**config.mk**
```make
export PLATFORM = sky130hd
export DESIGN_NAME = uart_tx_arbiter
export DESIGN_NICKNAME = d
export VERILOG_FILES = /design/src/rtl/uart_tx_arbiter.sv
export SDC_FILE = /design/constraint.sdc
export NUM_CORES = 1
export LEC_CHECK = 0
export ABC_AREA = 0
export BUFFER_PORTS_ARGS = -buffer_cell sky130_fd_sc_hd__buf_4
export CAP_MARGIN = 20
export CORE_UTILIZATION = 41
export DETAILED_ROUTE_END_ITERATION = 10
export GPL_TIMING_DRIVEN = 0
export PLACE_DENSITY = 0.8
export SETUP_SLACK_MARGIN = 0.2
export SYNTH_ARGS = -nofsm -noshare
export SYNTH_HDL_FRONTEND = slang
export SYNTH_SLANG_ARGS = --single-unit
export TNS_END_PERCENT = 5
```
**constraint.sdc**
```tcl
create_clock -name clk -period 3 [get_ports clk]
set_clock_uncertainty 0.05 [all_clocks]
set_input_delay 0.6 -clock clk [delete_from_list [all_inputs] [get_ports clk]]
set_output_delay 0.6 -clock clk [all_outputs]
set_load 0.05 [all_outputs]
```
**src/rtl/uart_tx_arbiter.sv**
```systemverilog
// uart_tx_arbiter: shares one uart_tx write port among N_REQ byte-stream
// requesters. Round-robin arbitration happens at packet granularity, so the
// bytes of two packets never interleave on the UART. An optional idle timeout
// releases a lock whose owner has stopped requesting.
//
// Ports:
//   clk, rst_n     system clock, asynchronous active-low reset
//   req_wreq       per-requester write request
//   req_wlast      per-requester last-word flag (qualified by req_wreq)
//   req_wdata      per-requester data, requester i at [i*BYTE_WIDTH*8 +: BYTE_WIDTH*8]
//   req_wgnt       per-requester accept (combinational from i_wgnt)
//   o_wreq         write request to uart_tx (combinational)
//   i_wgnt         write grant from uart_tx
//   o_wdata        write data to uart_tx (combinational)
//   owner_valid    a requester holds the lock
//   owner_id       current or most recent owner index
//   timeout_pulse  one-cycle strobe when a lock is force-released
module uart_tx_arbiter #(
  parameter int unsigned N_REQ          = 4,
  parameter int unsigned BYTE_WIDTH     = 1,
  parameter int unsigned TIMEOUT_CYCLES = 0,
  parameter int unsigned ID_W           = $clog2(N_REQ)
) (
  input  logic                          clk,
  input  logic                          rst_n,
  input  logic [N_REQ-1:0]              req_wreq,
  input  logic [N_REQ-1:0]              req_wlast,
  input  logic [N_REQ*BYTE_WIDTH*8-1:0] req_wdata,
  output logic [N_REQ-1:0]              req_wgnt,
  output logic                          o_wreq,
  input  logic                          i_wgnt,
  output logic [BYTE_WIDTH*8-1:0]       o_wdata,
  output logic                          owner_valid,
  output logic [ID_W-1:0]               owner_id,
  output logic                          timeout_pulse
);

  localparam int unsigned DW    = BYTE_WIDTH * 8;
  localparam int unsigned CNT_W = 32;

  typedef enum logic {
    IDLE   = 1'b0,
    LOCKED = 1'b1
  } state_t;

  state_t            state;
  state_t            state_nxt;
  logic [CNT_W-1:0]  idle_cnt;
  logic              arb_found;
  logic [ID_W-1:0]   arb_id;
  logic [ID_W-1:0]   scan_idx;
  logic              owner_req;
  logic              owner_last;
  logic [DW-1:0]     owner_data;
  logic              xfer_last;
  logic              timeout_hit;

  // Round-robin pick: first pending requester after owner_id, wrapping.
  always_comb begin
    arb_found = 1'b0;
    arb_id    = owner_id;
    scan_idx  = '0;
    for (int unsigned k = 1; k <= N_REQ; k++) begin
      scan_idx = ID_W'((32'(owner_id) + k) % N_REQ);
      if (!arb_found && req_wreq[scan_idx]) begin
        arb_found = 1'b1;
        arb_id    = scan_idx;
      end
    end
  end

  // Owner-side request/last/data selection.
  always_comb begin
    owner_req  = 1'b0;
    owner_last = 1'b0;
    owner_data = '0;
    for (int unsigned i = 0; i < N_REQ; i++) begin
      if (owner_id == ID_W'(i)) begin
        owner_req  = req_wreq[i];
        owner_last = req_wlast[i];
        owner_data = req_wdata[i*DW +: DW];
      end
    end
  end

  assign xfer_last = (state == LOCKED) && owner_req && i_wgnt && owner_last;

  // Only true owner silence counts; a stalled downstream keeps owner_req high.
  assign timeout_hit = (TIMEOUT_CYCLES != 0) && (state == LOCKED) && !owner_req &&
                       ((idle_cnt + CNT_W'(1)) == CNT_W'(TIMEOUT_CYCLES));

  // State register.
  always_ff @(posedge clk or negedge rst_n) begin
    if (!rst_n) begin
      state <= IDLE;
    end else begin
      state <= state_nxt;
    end
  end

  // Next-state logic.
  always_comb begin
    state_nxt = state;
    case (state)
      IDLE: begin
        if (arb_found) begin
          state_nxt = LOCKED;
        end
      end
      LOCKED: begin
        if (xfer_last || timeout_hit) begin
          state_nxt = IDLE;
        end
      end
      default: state_nxt = IDLE;
    endcase
  end

  // Output logic: the owner is wired straight through to uart_tx while locked.
  always_comb begin
    o_wreq   = 1'b0;
    o_wdata  = '0;
    req_wgnt = '0;
    if (state == LOCKED) begin
      o_wreq             = owner_req;
      o_wdata            = owner_data;
      req_wgnt[owner_id] = i_wgnt & owner_req;
    end
  end

  // Owner tracking, idle counter and timeout strobe.
  always_ff @(posedge clk or negedge rst_n) begin
    if (!rst_n) begin
      owner_id      <= ID_W'(N_REQ - 1);
      owner_valid   <= 1'b0;
      idle_cnt      <= '0;
      timeout_pulse <= 1'b0;
    end else begin
      timeout_pulse <= timeout_hit;
      owner_valid   <= (state_nxt == LOCKED);
      if ((state == IDLE) && arb_found) begin
        owner_id <= arb_id;
      end
      if ((TIMEOUT_CYCLES == 0) || (state != LOCKED) || owner_req || timeout_hit) begin
        idle_cnt <= '0;
      end else begin
        idle_cnt <= idle_cnt + CNT_W'(1);
      end
    end
  end

endmodule

```
# --- After elaboration in Yosys (flattened, before gate mapping) ---
# Cells that the tools add are included.
classes:
  addsub: 4
  n_mul: 0
  n_div: 0
  n_lt_le_gt_ge: 6
  n_eq_ne: 3
  shift: 0
  mux: 36
  bitwise: 3
  reduce_logical: 14
op_table:
  columns: ["operator", "count"]
  rows:
  - ["2-to-1 mux 8 bit", 5]
  - ["2-to-1 mux 1 bit", 20]
  - ["< comparator 2 x 3 -> 1 bit, second input constant", 5]
  - ["binary-select mux 1 bit (select 2 bit)", 4]
  - ["logical AND 1 bit", 8]
  - ["2-to-1 mux 2 bit", 4]
  - ["adder 2 x 1 -> 2 bit, second input constant", 2]
  - ["adder 2 bit, second input constant", 2]
  - ["AND 4 bit", 1]
  - ["== test 2 bit, second input constant", 2]
  - ["2-to-1 mux 4 bit", 1]
  - ["nonzero test 4 bit", 1]
  - ["logical NOT 1 bit", 3]
  - ["demux 1 bit (select 2 bit)", 1]
  - ["== test 2 x 1 -> 1 bit, second input constant", 1]
  - ["greater-or-equal comparator 2 x 1 -> 1 bit, second input constant", 1]
  - ["logical NOT 2 bit", 1]
  - ["case mux 1 bit (2 select lines)", 1]
  - ["AND reduction 2 bit", 1]
  - ["AND 1 bit", 1]
  - ["NOT 1 bit", 1]
totals:
  reg_bits: 3
  latch_bits: 0
  ram_bits: 0
  romBits: 0
  in_bits: 43
  elab_cells: 68
  n_memories: 0

# --- Longest topological paths before layout ---
# Gate-level depths: netlist (run 1).
logic_depth:
  depth_word: 15
  depth_mapped: 9
  ltp_nobuf: 6

# --- Worst setup path after synthesis (run 1) ---
# Ideal clock, no wire load.
synth_timing:
  kind: "register to output"
  startpoint: "reg owner_id[0]"
  endpoint: "out o_wdata[0]"
  arrival_ns: 2.662
  setup_slack_ns: -0.312
  path_stages_with_launch: 8
  n_path_buf: 3
  path_cell_list: "dfstp_2 > buf_2 > inv_1 > ha_1 > clkbuf_1 > buf_2 > a211o_1 > a21boi_1"
synth_via:
  elab_chain_len: 6
synth_rtl:
  columns: ["item", "line_no", "source"]
  rows:
  - ["from (decl)", "34", "output logic [ID_W-1:0] owner_id,"]
  - ["from (signal assigned)", "134", "owner_id <= ID_W'(N_REQ - 1);"]
  - ["from (signal assigned)", "142", "owner_id <= arb_id;"]
  - ["logical NOT 2 bit", "78", "if (owner_id == ID_W'(i)) begin"]
  - ["2-to-1 mux 8 bit (3 in a row)", "78", null]
  - ["2-to-1 mux 8 bit *", "78", null]
  - ["2-to-1 mux 8 bit *", "124", "if (state == LOCKED) begin"]
  - ["to (decl)", "32", "output logic [BYTE_WIDTH*8-1:0] o_wdata,"]
# Mark *: on every way between the ends. The rest lies on a longest branch, timed or not.

# --- Worst setup path after layout (run 1) ---
layout_timing:
  startpoint: "reg owner_id[0]"
  endpoint: "out o_wdata[1]"
# The elaborated chain is that of the path after synthesis.

==> flow_metrics.tcl, run 1 <==
set metrics [dict create \
    slowest_stage "dfstp_4" \
    synth-xor-area-share_pct 0 \
    cts_tree "built" \
    coreArea_mm2 0.00182 \
    p_leak_nw 0.865 \
    path_delay_family "compound AO/OA/AOI/OAI gates" \
    h-tree-depth 1 \
    placed_cell_area_mm2 0.00142 \
    drt-total-wl_um 4830 \
    clockRootBuffer "clkbuf_4" \
    drt-vias-per-instance 6.58 \
    critical_path_peak_fanout 10 \
    drt_iter0_markers 96 \
    rsz0062_at_grt "yes" \
    num_rows 15 \
    p_per_area_mw_per_mm2 1290 \
    drive_above_1_share_pct 59.5 \
    route.vias.total 1414 \
    finalHoldViolCount 0 \
    hold_class "in -> async" \
    cts.sinks 3 \
    max_stage_delay_ns 0.64 \
    dp_hpwl_um 2290 \
    ir_drop_mv 1.04 \
    ys_ff_latch 3 \
    grt_use_total_pct 36.1 \
    outcome "completed" \
    period_share_pct 100 \
    grt_start_max_net_pins 11 \
    pin_count 60 \
    grt_first_pass_wirelength_um 5530 \
    final-setup-viol-count 0 \
    path_class "reg -> out" \
    ys_seq_area_share_pct 9.31 \
    die_y_um 47.1 \
    synth_top_family_by_area "compound AO/OA/AOI/OAI gates" \
    cap_violations 0 \
    crit_chain "buf_6 > inv_1 > ha_1 > clkbuf_4 > a221oi_1 > a211o_1 > a21boi_4 > buf_6" \
    period_needed_ns 3.00 \
    syn_inst 113 \
    io_buffers 58 \
    cts_buffers 3 \
    syn_avg_cell_area_um2 7.37 \
    synth.distinct_cells 35 \
    antenna_left 0 \
    first_pass_iters 5 \
    yosysWarnings 0 \
    cpMostUsedCell "buf_6" \
    num_antenna_cells 0 \
    worst-path-buf-inv 4 \
    clk_path_buf_depth 2 \
    relSlewSlack_pct 66.1 \
    fmax_ghz 0.333 \
    synth_area_um2 833 \
    tightest_slew_ns 0.509 \
    drv_slew 0 \
    yosys.area_share.simple_pct 21.9 \
    drc 0 \
    syn_nets 160 \
    antenna_found_initial 1 \
    nNetsFinal 238 \
    required_ns 2.35 \
    cts.clk_slew.worst_paths_ns 0.04 \
    dieArea_mm2 0.00222 \
    arrival_ns 2.35 \
    die_w_um 47.1 \
    insertion_delay_ns 0.23 \
    synth_fa_ha_area_share_pct 6.01 \
    design_area_mm2 0.00171 \
    synth_compound_area_share_pct 38.1 \
    grt_pass1_vias 1211 \
    start_util_pct 45.8 \
    cp-start-kind "register" \
    synthToLayoutAreaGrowth_pct 105 \
    routedWlPerCell_um 22.5 \
    power_w 0.00220 \
    endpoint_kind "output pin" \
    routabilityCongestion 0.799 \
    yosys-mux-area-fraction_pct 10.5 \
    overflow 0 \
]
[metrics by stage]
| stage | cells | hold slack, ns | utilization [%] | setup slack [ns] | TNS, ns |
|---|---|---|---|---|---|
| after floorplan | 113 | 0.254 | - | 0.198 | 0 |
| after global placement | 196 | 0.338 | 77.9 | 0.179 | 0 |
| after detailed placement | 196 | 0.339 | 77.9 | 0.141 | 0 |
| after CTS | 212 | 0.0983 | 90.0 | 0.173 | 0 |
| after global routing | 215 | 0.0973 | 93.9 | -0.0516 | -0.0809 |
| final | 215 | 0.101 | 93.9 | 0.000967 | 0 |
[cell families (layout without fill, tap and decap cells)]
group           count (synthesis)  after routing
fa+ha+maj                       4              4
mux                             5              5
buf+inv                        26            103
compound gates                 42             42
other cells                     1              1
simple gates                   32             32
flops                           3              3
[state kept, by name, indices dropped and copies added, names as in the netlist]
name         flops
owner_id         2
owner_valid      1
[cell type report]
cell class | count | area [um2]
clock buffer | 4 | 26.3
tap | 25 | 31.3
buffer | 11 | 95.1
inverter | 15 | 58.8
multi-input combinational | 84 | 808
fill | 59 | 111
timing repair buffer | 73 | 608
sequential | 3 | 81.3
[repair_timing]
| action | CTS | global route |
|---|---|---|
| resized for setup | 31 | 9 |
| setup buffers | 12 | 3 |
| hold buffers | 0 | 0 |
| pin swaps | 5 | 4 |
| endpoints found under the setup margin | 13 | 13 |
[synthesized netlist by cell type, drive strengths merged]
cell type   n  area, um2
a21oi       6       30.0
inv        14       52.6
a31oi       1       6.26
o21a        1       7.51
nand3       1       5.00
nor4        1       6.26
a211o       8       70.1
or4         2       15.0
conb        1       3.75
a221oi     10       87.6
nor2        2       7.51
mux4        3       67.6
o21ai       3       15.0
nor4b       1       8.76
nand3b      1       7.51
o22ai       1       6.26
clkbuf      5       18.8
a311oi      1       8.76
nor2b       8       50.1
buf         6       38.8
nand2       9       33.8
and2        5       31.3
mux2i       2       20.0
a22o        1       8.76
nor3b       1       7.51
nor4bb      1       10.0
o211ai      1       7.51
a21boi      8       60.1
clkinv      1       3.75
o211a       1       10.0
ha          4       50.1
dfrtp       1       25.0
dfstp       2       52.6
[layer usage]
layer	vias to the layer above	track usage (%)	wire length [um]
met3	56	5.77	495
met4	2	24.0	484
li1	573	-	-
met1	631	42.7	1600
met5	-	0	14
met2	152	60.0	2230
[worst paths after layout]
kind	start	endpoint	slack (ns)	depth (start not counted)
setup / recovery	owner_id[0]$_DFFE_PN1P_	o_wdata[1]	0.001	8
hold / removal	rst_n	owner_valid$_DFF_PN0_	0.10	1
setup reg to reg	owner_id[0]$_DFFE_PN1P_	owner_id[1]$_DFFE_PN1P_	0.49	7
hold reg to reg	owner_valid$_DFF_PN0_	owner_id[0]$_DFFE_PN1P_	0.78	2
max in group asynchronous	rst_n	owner_id[1]$_DFFE_PN1P_	2.61	1
min in group clk	req_wlast[3]	owner_valid$_DFF_PN0_	0.66	3
[power breakdown]
| part | internal (W) | total, W | switching [W] |
|---|---|---|---|
| Sequential | 0.0000714 | 0.0000974 | 0.0000260 |
| Clock | 0.0000497 | 0.0000689 | 0.0000192 |
| Combinational | 0.000856 | 0.00204 | 0.00118 |
[cell usage in the layout, fill, tap and decap left out, types with 2 or more instances in the layout]
master | Yosys | final
clkbuf_4 | 0 | 4
a21boi_4 | 0 | 8
clkbuf_1 | 5 | 2
nor2b_1 | 8 | 8
buf_6 | 1 | 12
ha_4 | 0 | 2
ha_1 | 4 | 2
or4_1 | 2 | 2
buf_4 | 1 | 63
o21ai_1 | 3 | 3
and2_4 | 0 | 4
mux4_2 | 3 | 3
a21oi_1 | 6 | 5
buf_8 | 0 | 4
a221oi_2 | 0 | 6
a211o_1 | 8 | 8
clkbuf_2 | 0 | 2
a221oi_1 | 10 | 4
nor2_1 | 2 | 2
mux2i_1 | 2 | 2
nand2_1 | 9 | 9
inv_1 | 14 | 13
[worst reg2reg max path, stage by stage (launching register included)]
cell and delay (ns):
dfstp_4 0.64, buf_6 0.11, inv_1 0.09, ha_1 0.43, mux4_2 0.38, a311oi_1 0.36, o21ai_1 0.17, o21ai_1 0.21
Note: power is estimated with default switching activity, not from simulation.
==> run 2: changes to the inputs <==
BUFFER_PORTS_ARGS = unset   (was -buffer_cell sky130_fd_sc_hd__buf_4)
CORE_UTILIZATION = 43   (was 41)
DONT_BUFFER_PORTS = 1   (was unset)
PLACE_DENSITY = 0.57   (was 0.8)
==> run 2 against run 1 <==
Against the previous run:
- the run now ends with negative setup slack left
- final area is 36% lower
- combinational power shrank 33%
- sequential power rose by 82%
- global-route usage fell by 13 points
- first-iteration DRC count fell by 83%
- sequential cell count stayed put
- routed wire length down 51%
- clock power fell by 2%
- non-clock buffer count fell by 67
- hold slack lost 0.079 ns
- critical path depth shrank 1
- critical endpoint is now o_wdata[2]
- largest cell class unchanged
==> flow_metrics.tcl, run 2 (same netlist as run 1, synthesis figures left out) <==
set metrics [dict create \
    outcome "finished with violations" \
    violations "negative setup slack" \
    synthToLayoutAreaGrowth_pct 31.4 \
    period_needed_ns 3.01 \
    route.vias.total 905 \
    required_ns 2.35 \
    path_class "reg -> out" \
    dp.cells 138 \
    clk_path_buf_depth 2 \
    final-setup-viol-count 8 \
    fill_cells 180 \
    layout_commonest_cell "inv_1" \
    reg_top3 "owner_id (2), owner_valid (1)" \
    largest_reg_flops 2 \
    final_cell_count_no_fill 148 \
    clockRootBuffer "clkbuf_4" \
    finalHoldViolCount 0 \
    routabilityCongestion 0.811 \
    antenna_left 0 \
    antenna_found_initial 0 \
    drt_iter0_markers 16 \
    drive_above_1_share_pct 33.3 \
    grt_first_pass_wirelength_um 3530 \
    die_w_um 46.0 \
    tightest_slew_ns 0.689 \
    grt_use_total_pct 22.9 \
    drc 0 \
    io_buffers 0 \
    rsz0062_at_grt "yes" \
    overflow 0 \
    grt_pass1_vias 789 \
    r2r_cells 8 \
    fin_setup_tns_ns -0.0474 \
    die_y_um 46.0 \
    hold_class "in -> async" \
    top_register "owner_id" \
    drv_slew 0 \
    cts.clk_slew.worst_paths_ns 0.04 \
    grt_start_max_net_pins 11 \
    critical_path_peak_fanout 10 \
    cap_violations 0 \
    num_rows 15 \
    dieArea_mm2 0.00212 \
    start_util_pct 47.2 \
    cts_tree "built" \
    p_per_area_mw_per_mm2 1470 \
    coreArea_mm2 0.00176 \
    power_w 0.00161 \
    endpoint_kind "output pin" \
    h-tree-depth 1 \
    pin_count 60 \
    cts.sinks 3 \
    cts_buffers 3 \
    relSlewSlack_pct 54.1 \
    period_share_pct 100 \
    arrival_ns 2.36 \
    nNetsFinal 171 \
    final_cell_mix "inv_1 (13), nand2_1 (9), a221oi_1 (9)" \
    worst_slack_ns -0.0113 \
    first_pass_iters 4 \
    insertion_delay_ns 0.22 \
    dp_hpwl_um 1770 \
    p_leak_nw 0.512 \
    drt-total-wl_um 2340 \
    routedWlPerCell_um 15.8 \
    fmax_ghz 0.332 \
    ir_drop_mv 0.757 \
    num_antenna_cells 0 \
    cp-start-kind "register" \
    drt-vias-per-instance 6.11 \
]
-- run 2: layout make-up --
class / instances / area, um2 / area share (%)
Sequential cell: 3 / 85.1 / 7.77
Clock buffer: 4 / 26.3 / 2.40
Tap cell: 25 / 31.3 / 2.86
Inverter: 15 / 58.8 / 5.37
Multi-Input combinational cell: 84 / 764 / 69.8
Buffer: 11 / 86.3 / 7.89
Timing Repair Buffer: 6 / 42.5 / 3.89
-- run 2: per-layer routing --
layer  track usage (%)  vias to the layer above  wire, um
met4              5.29                        0         0
met5                 0                        -         0
li1                  -                      439         -
met1              34.6                      419      1050
met3              2.78                        0       194
met2              34.1                       47      1100
-- run 2: what timing repair did --
action,CTS,global route
setup buffers,4,1
cloned,1,0
gates resized for setup,15,0
endpoints found under the setup margin,13,13
pin swaps,5,5
hold buffers,0,0
-- run 2: power by group --
group	switching (W)	internal (W)
combinational	0.000850	0.000514
sequential	0.0000987	0.0000782
clock	0.0000179	0.0000497
-- run 2: path summary, 6_finish.rpt --
path	startpoint	end	slack (ns)
max reg2reg	owner_id[1]$_DFFE_PN1P_	owner_id[1]$_DFFE_PN1P_	0.54
max	owner_id[0]$_DFFE_PN1P_	o_wdata[2]	-0.01
min in group clk	req_wreq[0]	owner_id[0]$_DFFE_PN1P_	0.53
max in group asynchronous	rst_n	owner_id[0]$_DFFE_PN1P_	2.71
min reg2reg	owner_valid$_DFF_PN0_	owner_id[0]$_DFFE_PN1P_	0.92
min	rst_n	owner_valid$_DFF_PN0_	0.02
-- run 2: per-stage QoR --
step | hold slack (ns) | utilization [%] | worst slack [ns] | area, um2
3_3_place_gp | 0.254 | 55.7 | 0.0248 | 982
3_5_place_dp | 0.254 | 55.7 | 0.00887 | 982
4_1_cts | 0.0166 | 61.6 | -0.0323 | 1090
2_1_floorplan | 0.254 | - | 0.198 | 951
5_1_grt | 0.0153 | 62.1 | -0.0834 | 1090
6_report | 0.0218 | 62.1 | -0.0113 | 1090
-- run 2: worst max-delay path, stage by stage, from the launching register on --
cell and delay, ns:
dfstp_4 0.75, buf_6 0.13, inv_1 0.06, ha_2 0.21, clkbuf_8 0.16, buf_4 0.17, a211o_1 0.30, a21boi_4 0.36
==> run 3: changes to the inputs <==
HOLD_SLACK_MARGIN = 0.08   (was unset)
==> run 3 against run 2 <==
Against the previous run:
- the flow still finishes with violations (negative setup slack)
- global-route usage increased by 0.081 points
- sequential share of layout area decreased by 0.070 points
- clock power about the same
- final area increased by 0.91%
- sequential cell count unchanged
- sequential power about the same
- power about the same
- first-iteration DRC count unchanged
- fmax about the same
- critical path type unchanged
- critical endpoint unchanged
- largest cell class unchanged
- largest power group unchanged
- highest routed layer unchanged
==> flow_metrics.tcl, run 3 (same netlist as run 1, synthesis figures left out) <==
set metrics [dict create \
    outcome "finished with violations" \
    violations "negative setup slack" \
    grt_use_total_pct 23.0 \
    num_antenna_cells 0 \
    reg2reg_slack_ns 0.54 \
    antenna_found_initial 0 \
    relSlewSlack_pct 54.1 \
    cp-start-kind "register" \
    fin_setup_tns_ns -0.0463 \
    cts_tree "built" \
    dieArea_mm2 0.00212 \
    nNetsFinal 172 \
    die_y_um 46.0 \
    overflow 0 \
    grt_pass1_vias 792 \
    h-tree-depth 1 \
    dp.cells 138 \
    crit_chain "buf_6 > inv_1 > ha_2 > clkbuf_8 > buf_4 > a211o_1 > a21boi_4" \
    seqCellArea_um2 85.1 \
    p_per_area_mw_per_mm2 1460 \
    synthToLayoutAreaGrowth_pct 32.6 \
    top_register "owner_id" \
    drt-vias-per-instance 6.09 \
    rsz0062_at_grt "yes" \
    start_util_pct 47.2 \
    insertion_delay_ns 0.22 \
    slowest_stage "dfstp_4" \
    grt_start_max_net_pins 11 \
    pin_count 60 \
    power_w 0.00161 \
    critical_path_peak_fanout 10 \
    endpoint_kind "output pin" \
    tightest_slew_ns 0.688 \
    cts.sinks 3 \
    drv_slew 0 \
    worst-path-buf-inv 4 \
    die_w_um 46.0 \
    cts_buffers 3 \
    fill_cells 179 \
    arrival_ns 2.36 \
    antenna_left 0 \
    dp_hpwl_um 1770 \
    finalHoldViolCount 0 \
    drt_iter0_markers 16 \
    max_stage_delay_ns 0.75 \
    cap_violations 0 \
    drc 0 \
    period_needed_ns 3.01 \
    routabilityCongestion 0.811 \
    ir_drop_mv 0.756 \
    cts.clk_slew.worst_paths_ns 0.04 \
    hold_class "in -> async" \
    p_leak_nw 0.516 \
    multi_input_area_um2 764 \
    worst_slack_ns -0.0104 \
    grt_first_pass_wirelength_um 3540 \
    first_pass_iters 4 \
    path_delay_family "flip-flops" \
    drt-total-wl_um 2350 \
    clk_path_buf_depth 2 \
    path_class "reg -> out" \
    required_ns 2.35 \
    reg_top3 "owner_id (2), owner_valid (1)" \
    io_buffers 0 \
    clockRootBuffer "clkbuf_4" \
    largest_reg_flops 2 \
    layout_commonest_cell "inv_1" \
    routedWlPerCell_um 15.7 \
    route.vias.total 907 \
    coreArea_mm2 0.00176 \
    final_cell_mix "inv_1 (13), nand2_1 (9), a221oi_1 (9)" \
    final_cell_count_no_fill 149 \
    final-setup-viol-count 8 \
    fmax_ghz 0.332 \
    period_share_pct 100 \
    num_rows 15 \
    drive_above_1_share_pct 33.1 \
]
run 3: worst paths after layout:
check	depth (start not counted)	end	startpoint
max	7	o_wdata[2]	owner_id[0]$_DFFE_PN1P_
min	0	owner_id[1]$_DFFE_PN1P_	rst_n
max reg2reg	8	owner_id[1]$_DFFE_PN1P_	owner_id[1]$_DFFE_PN1P_
min reg2reg	2	owner_id[0]$_DFFE_PN1P_	owner_valid$_DFF_PN0_
max in group asynchronous	1	owner_valid$_DFF_PN0_	rst_n
min in group clk	3	owner_id[0]$_DFFE_PN1P_	req_wreq[0]
run 3: per-stage QoR:
stage | setup slack, ns | cell area, um2 | util, % | hold slack [ns]
floorplan | 0.198 | 951 | - | 0.254
global placement | 0.0248 | 982 | 55.7 | 0.254
detailed placement | 0.00887 | 982 | 55.7 | 0.254
CTS | -0.0323 | 1100 | 62.2 | 0.167
global route | -0.0834 | 1100 | 62.6 | 0.164
finish | -0.0104 | 1100 | 62.6 | 0.171
run 3: layer usage:
metal  GRT usage [%]  share of wire, %  up-vias
li1                -                 -      440
met1            34.8                45      421
met2            34.1                47       46
met3            2.78               7.8        0
met4            5.29                 0        0
met5               0                 0        -
run 3: timing repair:
action,in CTS,in global routing
buffers inserted,4,1
endpoints found under the hold margin,1,0
cloned,1,0
hold buffers,1,0
setup endpoints to repair,13,13
pin swaps,5,5
gates resized for setup,15,0
run 3: final cells by class:
type | count | share of cell area [%]
clock buffer | 4 | 2.38
timing repair buffer | 7 | 4.76
tap | 25 | 2.83
inverter | 15 | 5.32
buffer | 11 | 7.81
multi-input combinational | 84 | 69.2
sequential | 3 | 7.70
run 3: power by group:
| group | switching (W) | internal [W] |
|---|---|---|
| logic | 0.000851 | 0.000515 |
| clock network | 0.0000179 | 0.0000497 |
| registers | 0.0000985 | 0.0000782 |
